===== src/rtl/mem_stage_if.sv =====
// EX-to-MEM bus plus the MEM/WB results that leave the memory stage.
// The master side is the EX stage (or a bench) and the slave side is mem_stage.
interface mem_stage_if #(parameter int DATA_W = 16);
  logic [DATA_W-1:0] saidaULA;
  logic [DATA_W-1:0] dado2ALU_out;
  logic [2:0]        RD;
  logic [DATA_W-1:0] saidaSomador;
  logic              zeroEx;
  logic              MemRead_EX;
  logic              MemWrite_EX;
  logic              Branch_EX;
  logic              RegWrite_EX;
  logic              MemtoReg_EX;
  logic              flush;

  logic [DATA_W-1:0] resultadoALU_MEM;
  logic [2:0]        RD_MEM;
  logic              RegWrite_MEM;
  logic              PCSrc;
  logic [DATA_W-1:0] enderecoDesvio;
  logic [DATA_W-1:0] dadoLido_WB;
  logic [DATA_W-1:0] resultadoALU_WB;
  logic [2:0]        RD_WB;
  logic              RegWrite_WB;
  logic              MemtoReg_WB;

  modport master (
    output saidaULA, dado2ALU_out, RD, saidaSomador, zeroEx,
           MemRead_EX, MemWrite_EX, Branch_EX, RegWrite_EX, MemtoReg_EX, flush,
    input  resultadoALU_MEM, RD_MEM, RegWrite_MEM, PCSrc, enderecoDesvio,
           dadoLido_WB, resultadoALU_WB, RD_WB, RegWrite_WB, MemtoReg_WB
  );

  modport slave (
    input  saidaULA, dado2ALU_out, RD, saidaSomador, zeroEx,
           MemRead_EX, MemWrite_EX, Branch_EX, RegWrite_EX, MemtoReg_EX, flush,
    output resultadoALU_MEM, RD_MEM, RegWrite_MEM, PCSrc, enderecoDesvio,
           dadoLido_WB, resultadoALU_WB, RD_WB, RegWrite_WB, MemtoReg_WB
  );
endinterface


===== src/rtl/mem_stage.sv =====
// Memory stage of the 16-bit pipeline: EX/MEM register, data memory, MEM/WB register.
// Branch resolution and forwarding taps are driven straight from EX/MEM.
module mem_stage #(
  parameter int DATA_W    = 16,
  parameter int ADDR_BITS = 8
) (
  input logic       clock,
  input logic       reset_n,
  mem_stage_if.slave bus
);
  localparam int DEPTH = 1 << ADDR_BITS;

  logic [DATA_W-1:0] aluMem;
  logic [DATA_W-1:0] storeDataMem;
  logic [2:0]        rdMem;
  logic [DATA_W-1:0] branchTargetMem;
  logic              zeroMem;
  logic              memReadMem;
  logic              memWriteMem;
  logic              branchMem;
  logic              regWriteMem;
  logic              memtoRegMem;

  logic [DATA_W-1:0] dadoLidoWb;
  logic [DATA_W-1:0] aluWb;
  logic [2:0]        rdWb;
  logic              regWriteWb;
  logic              memtoRegWb;

  logic [DATA_W-1:0] dataMem [DEPTH];
  logic [ADDR_BITS-1:0] memIdx;
  logic [DATA_W-1:0] readData;

  // Upper address bits are dropped, so accesses wrap modulo the memory depth.
  assign memIdx   = aluMem[ADDR_BITS-1:0];
  assign readData = dataMem[memIdx];

  always_ff @(posedge clock or negedge reset_n) begin
    if (!reset_n) begin
      aluMem          <= '0;
      storeDataMem    <= '0;
      rdMem           <= '0;
      branchTargetMem <= '0;
      zeroMem         <= 1'b0;
      memReadMem      <= 1'b0;
      memWriteMem     <= 1'b0;
      branchMem       <= 1'b0;
      regWriteMem     <= 1'b0;
      memtoRegMem     <= 1'b0;
      dadoLidoWb      <= '0;
      aluWb           <= '0;
      rdWb            <= '0;
      regWriteWb      <= 1'b0;
      memtoRegWb      <= 1'b0;
    end else begin
      aluMem          <= bus.saidaULA;
      storeDataMem    <= bus.dado2ALU_out;
      rdMem           <= bus.RD;
      branchTargetMem <= bus.saidaSomador;
      zeroMem         <= bus.zeroEx;
      // A flush turns the incoming instruction into a bubble but keeps its data fields.
      memReadMem      <= bus.MemRead_EX  & ~bus.flush;
      memWriteMem     <= bus.MemWrite_EX & ~bus.flush;
      branchMem       <= bus.Branch_EX   & ~bus.flush;
      regWriteMem     <= bus.RegWrite_EX & ~bus.flush;
      memtoRegMem     <= bus.MemtoReg_EX;

      dadoLidoWb      <= memReadMem ? readData : '0;
      aluWb           <= aluMem;
      rdWb            <= rdMem;
      regWriteWb      <= regWriteMem;
      memtoRegWb      <= memtoRegMem;
    end
  end

  // Array is not reset; a simultaneous read sees the pre-write word.
  always_ff @(posedge clock) begin
    if (reset_n && memWriteMem) begin
      dataMem[memIdx] <= storeDataMem;
    end
  end

  assign bus.resultadoALU_MEM = aluMem;
  assign bus.RD_MEM           = rdMem;
  assign bus.RegWrite_MEM     = regWriteMem;
  assign bus.PCSrc            = branchMem & zeroMem;
  assign bus.enderecoDesvio   = branchTargetMem;
  assign bus.dadoLido_WB      = dadoLidoWb;
  assign bus.resultadoALU_WB  = aluWb;
  assign bus.RD_WB            = rdWb;
  assign bus.RegWrite_WB      = regWriteWb;
  assign bus.MemtoReg_WB      = memtoRegWb;
endmodule


===== src/flat_wrapper.sv =====
// flat-port wrapper written by rule: the top's interface ports become plain ports
module mem_stage_flat 
#(
  parameter int DATA_W    = 16,
  parameter int ADDR_BITS = 8
)
  (clock, reset_n, bus_saidaULA, bus_dado2ALU_out, bus_RD, bus_saidaSomador, bus_zeroEx, bus_MemRead_EX, bus_MemWrite_EX, bus_Branch_EX, bus_RegWrite_EX, bus_MemtoReg_EX, bus_flush, bus_resultadoALU_MEM, bus_RD_MEM, bus_RegWrite_MEM, bus_PCSrc, bus_enderecoDesvio, bus_dadoLido_WB, bus_resultadoALU_WB, bus_RD_WB, bus_RegWrite_WB, bus_MemtoReg_WB);
  mem_stage_if #(.DATA_W(DATA_W)) bus_i ();
  input logic clock;
  input logic reset_n;
  input wire logic [$bits(bus_i.saidaULA)-1:0] bus_saidaULA;
  input wire logic [$bits(bus_i.dado2ALU_out)-1:0] bus_dado2ALU_out;
  input wire logic [$bits(bus_i.RD)-1:0] bus_RD;
  input wire logic [$bits(bus_i.saidaSomador)-1:0] bus_saidaSomador;
  input wire logic [$bits(bus_i.zeroEx)-1:0] bus_zeroEx;
  input wire logic [$bits(bus_i.MemRead_EX)-1:0] bus_MemRead_EX;
  input wire logic [$bits(bus_i.MemWrite_EX)-1:0] bus_MemWrite_EX;
  input wire logic [$bits(bus_i.Branch_EX)-1:0] bus_Branch_EX;
  input wire logic [$bits(bus_i.RegWrite_EX)-1:0] bus_RegWrite_EX;
  input wire logic [$bits(bus_i.MemtoReg_EX)-1:0] bus_MemtoReg_EX;
  input wire logic [$bits(bus_i.flush)-1:0] bus_flush;
  output wire logic [$bits(bus_i.resultadoALU_MEM)-1:0] bus_resultadoALU_MEM;
  output wire logic [$bits(bus_i.RD_MEM)-1:0] bus_RD_MEM;
  output wire logic [$bits(bus_i.RegWrite_MEM)-1:0] bus_RegWrite_MEM;
  output wire logic [$bits(bus_i.PCSrc)-1:0] bus_PCSrc;
  output wire logic [$bits(bus_i.enderecoDesvio)-1:0] bus_enderecoDesvio;
  output wire logic [$bits(bus_i.dadoLido_WB)-1:0] bus_dadoLido_WB;
  output wire logic [$bits(bus_i.resultadoALU_WB)-1:0] bus_resultadoALU_WB;
  output wire logic [$bits(bus_i.RD_WB)-1:0] bus_RD_WB;
  output wire logic [$bits(bus_i.RegWrite_WB)-1:0] bus_RegWrite_WB;
  output wire logic [$bits(bus_i.MemtoReg_WB)-1:0] bus_MemtoReg_WB;
  assign bus_i.saidaULA = bus_saidaULA;
  assign bus_i.dado2ALU_out = bus_dado2ALU_out;
  assign bus_i.RD = bus_RD;
  assign bus_i.saidaSomador = bus_saidaSomador;
  assign bus_i.zeroEx = bus_zeroEx;
  assign bus_i.MemRead_EX = bus_MemRead_EX;
  assign bus_i.MemWrite_EX = bus_MemWrite_EX;
  assign bus_i.Branch_EX = bus_Branch_EX;
  assign bus_i.RegWrite_EX = bus_RegWrite_EX;
  assign bus_i.MemtoReg_EX = bus_MemtoReg_EX;
  assign bus_i.flush = bus_flush;
  assign bus_resultadoALU_MEM = bus_i.resultadoALU_MEM;
  assign bus_RD_MEM = bus_i.RD_MEM;
  assign bus_RegWrite_MEM = bus_i.RegWrite_MEM;
  assign bus_PCSrc = bus_i.PCSrc;
  assign bus_enderecoDesvio = bus_i.enderecoDesvio;
  assign bus_dadoLido_WB = bus_i.dadoLido_WB;
  assign bus_resultadoALU_WB = bus_i.resultadoALU_WB;
  assign bus_RD_WB = bus_i.RD_WB;
  assign bus_RegWrite_WB = bus_i.RegWrite_WB;
  assign bus_MemtoReg_WB = bus_i.MemtoReg_WB;
  mem_stage #(.DATA_W(DATA_W), .ADDR_BITS(ADDR_BITS)) u_core (.clock(clock), .reset_n(reset_n), .bus(bus_i));
endmodule

===== config.mk =====
export PLATFORM = sky130hd
export DESIGN_NAME = mem_stage_flat
export DESIGN_NICKNAME = d
export VERILOG_FILES = /design/src/rtl/mem_stage_if.sv /design/src/rtl/mem_stage.sv /design/src/flat_wrapper.sv
export SDC_FILE = /design/constraint.sdc
export NUM_CORES = 2
export LEC_CHECK = 0
export CORE_MARGIN = 4
export CORE_UTILIZATION = 40
export DETAILED_ROUTE_END_ITERATION = 6
export GPL_ROUTABILITY_DRIVEN = 0
export PLACE_DENSITY = 0.61
export SLEW_MARGIN = 10
export SYNTH_ARGS = -nofsm -noshare
export SYNTH_HDL_FRONTEND = slang
export SYNTH_SLANG_ARGS = --single-unit

===== constraint.sdc =====
create_clock -name clock -period 10.4 [get_ports clock]
set_input_delay 2.08 -clock clock [delete_from_list [all_inputs] [get_ports clock]]
set_output_delay 2.08 -clock clock [all_outputs]
set_load 0.02 [all_outputs]

==> flow_summary.yaml <==
status:
  status: "complete, no violations"
layout:
  fin_cells: 13400
  nets: 7807
  drive_gt1_share_pct: 24.8
  fill_cells: 32900
  area_delta_synth_final_pct: 14.2
setup_path:
  crit_arrival_ps: 6810
  ff2ff_path_depth: 9
  cp-end-kind: "flip-flop"
  critPathLaunchType: "flip-flop"
  cp.required_ps: 11220
  crit_fanout: 119
  criticalPathCategory: "flip-flop to flip-flop"
pwr:
  pwr-share-clk_pct: 42.6
  power.share.switching_pct: 21.4
  seqPwrFrac_pct: 53.1
  vdd_ir_drop_max_v: 0.000153
  leakage_nw: 57.6
  p_per_area_nw_per_um2: 193
  p_sw_mw: 7.52
  p_int_mw: 27.7
  power_frac_comb_pct: 4.4
clocking:
  clock-sinks: 4190
  clockRootBuffer: "clkbuf_16"
  tritoncts: "yes"
  cts_buffers: 421
  clk_pin_slew_ps: 60
  cts_hold_buf: 0
  cts_max_path_buffers: 4
  post_cts_resize_count: 0
  cts_setup_buffers: 0
  h-tree-depth: 5
  clkLatencyLatePin_ps: 990
global_routing:
  grt_usage_pct: 20.7
  grt_pass1_vias: 78600
  antenna_found_initial: 29
  grt_pass1_wl_um: 608000
  grt_overflow: 0
  grt_max_degree: 213
run:
  drv_cap: 0
yosys:
  netlist_area_um2: 160000
  netlist.top_cell.by_area: "edfxtp_1"
  synthesis.nets: 7315
  syn_avg_cell_area_um2: 22.1
  synth.area.top_cells: "edfxtp_1 77%, mux4_2 13%, mux2i_1 2.3%, dfrtp_1 1.5%, nor2_1 0.70%"
  syn_inst: 7255
  yosysUniqueCellTypes: 50
  synth_top_area_share_pct: 76.8
  yosysSeqAreaShare_pct: 78.3
  synth-main-ff-cell: "edfxtp_1"
  ys_ff_latch: 4190
  synth_edf_count: 4096
  synthArstFlopShare_pct: 2.24
  ys_warn_count: 0
timing:
  hold_violations: 0
  worstMarginPinSlew_ps: 1410
  skew_ps: 85.6
  period_share_pct: 57.5
  grt_setup_unrepaired: "no"
  drv_slew: 0
  relSlewSlack_pct: 6.12
  finalSetupViolCount: 0
  setup-tns-final_ps: 0
  max_freq_mhz: 167
  fin_crit_ps: 5980
routing:
  wl_um: 431000
  dr.first_iter.drc_count: 10800
  vias: 78900
  antenna_left: 0
  viasPerCell: 5.89
  dr.pass1.iters: 6
  drc: 0
  wl_per_cell_um: 32.2
placement:
  place_hpwl_um: 246000
  io_buffers: 133
  place_inst: 12600
floorplan:
  die_y_um: 641
  design.die.area_um2: 410000
  core_area_um2: 399000
  initial_core_util_pct: 40.1
  fp.dieW_um: 641
  io_pins: 134
  num_rows: 232
min_path:
  hold_depth: 0
  hp-class: "flip-flop to flip-flop"
[cells in the mapped netlist (2+ instances only)]
library cell	count
a211o_1	15
a211oi_1	3
a21o_1	15
a21oi_1	98
a221o_1	16
a221oi_1	32
a22o_1	77
a22oi_1	148
a31o_2	15
a31oi_1	63
and2_1	6
and3_1	49
buf_1	26
buf_2	87
buf_4	51
buf_6	50
clkbuf_1	233
dfrtp_1	94
edfxtp_1	4096
inv_2	3
mux2_2	20
mux2i_1	372
mux4_2	909
nand2_1	44
nand2b_1	2
nand3_1	149
nand4_1	31
nand4bb_1	2
nor2_1	297
nor2b_1	13
nor3_1	2
nor3b_1	3
o2111ai_1	49
o211ai_1	33
o21ai_0	64
o21bai_1	16
o22a_1	15
o22ai_1	17
o311ai_0	15
o41ai_1	15
[area by class of cell]
| class | count | area (µm²) | area share (%) |
|---|---|---|---|
| Sequential cell | 4190 | 125000 | 68.6 |
| Tap cell | 5265 | 6590 | 3.61 |
| Antenna cell | 23 | 57.6 | 0.0315 |
| Clock buffer | 520 | 11100 | 6.05 |
| Clock inverter | 259 | 2560 | 1.40 |
| Inverter | 4 | 20.0 | 0.0110 |
| Timing Repair Buffer | 517 | 4460 | 2.44 |
| Multi-Input combinational cell | 2613 | 32600 | 17.8 |
[sequential cells by signal, indices dropped and copies added, names as in the netlist]
register and cells:
u_core.branchMem 1, u_core.bus.MemtoReg_WB 1, u_core.bus.RD_MEM 3, u_core.bus.RD_WB 3, u_core.bus.RegWrite_MEM 1, u_core.bus.RegWrite_WB 1
u_core.bus.dadoLido_WB 16, u_core.bus.enderecoDesvio 16, u_core.bus.resultadoALU_MEM 16, u_core.bus.resultadoALU_WB 16, u_core.dataMem 4096, u_core.memReadMem 1
u_core.memWriteMem 1, u_core.memtoRegMem 1, u_core.storeDataMem 16, u_core.zeroMem 1
[cell families after synthesis]
kind of cell	synth area share, %
and+or+nand+nor	1.73
DFF	78.3
AOI/OAI and AO/OA	3.21
muxes	15.3
buffers and inverters	1.48
[path summary, 6_finish.rpt]
check,startpoint,end,slack (ps)
min reg2reg,u_core.memtoRegMem,u_core.bus.MemtoReg_WB,360
min in group asynchronous,reset_n,u_core.bus.resultadoALU_WB[6],1030
max in group asynchronous,reset_n,u_core.storeDataMem[7],8050
max,u_core.bus.resultadoALU_MEM[1],u_core.bus.dadoLido_WB[4],4420
min,u_core.memtoRegMem,u_core.bus.MemtoReg_WB,360
max reg2reg,u_core.bus.resultadoALU_MEM[1],u_core.bus.dadoLido_WB[4],4420
[critical path, cell delays in order (launching register included)]
cell and delay (ps):
dfrtp_4 910, buf_4 730, buf_4 820, buf_12 550
mux4_2 420, a22o_1 250, o21ai_0 710, o211ai_1 230
a31oi_1 730, a21oi_1 140
[metrics by stage]
| stage | hold slack, ps | util (%) | power [mW] | area [µm²] | setup WS (ps) |
|---|---|---|---|---|---|
| after floorplan | 331 | - | 19.9 | 160000 | 6410 |
| after global placement | 337 | 42.3 | 20.5 | 169000 | 4030 |
| after detailed placement | 348 | 42.4 | 20.6 | 169000 | 4430 |
| after CTS | 366 | 45.8 | 35.5 | 183000 | 4460 |
| after global routing | 375 | 45.8 | 36.2 | 183000 | 4430 |
| final | 362 | 45.8 | 35.2 | 183000 | 4420 |
[power by group through the flow]
stage	Clock [mW]	Sequential, mW	Combinational [mW]
floorplan	0	19.1	0.821
global placement	0	19.0	1.52
detailed placement	0	19.0	1.54
CTS	15.2	18.7	1.54
global route	16.0	18.7	1.60
finish	15.0	18.7	1.53
[placed cells by master (no fill, tap or decap), drive strengths merged, types with 98 or more instances in the layout]
cell type         n
mux4            909
buf             385
clkdlybuf4s50   132
nand3           149
mux2i           372
nor2            297
a21oi            98
clkinv          189
clkbuf          520
a22oi           148
edfxtp         4096
[routing by layer]
metal | up-vias | global-route usage [%] | part of all wire (%)
met2 | 3949 | 32.6 | 47
li1 | 31800 | - | -
met5 | - | 0 | 0.022
met1 | 42500 | 28.8 | 40
met4 | 14 | 7.68 | 4.0
met3 | 735 | 3.94 | 8.9
Power figures use the tool's default switching activity.
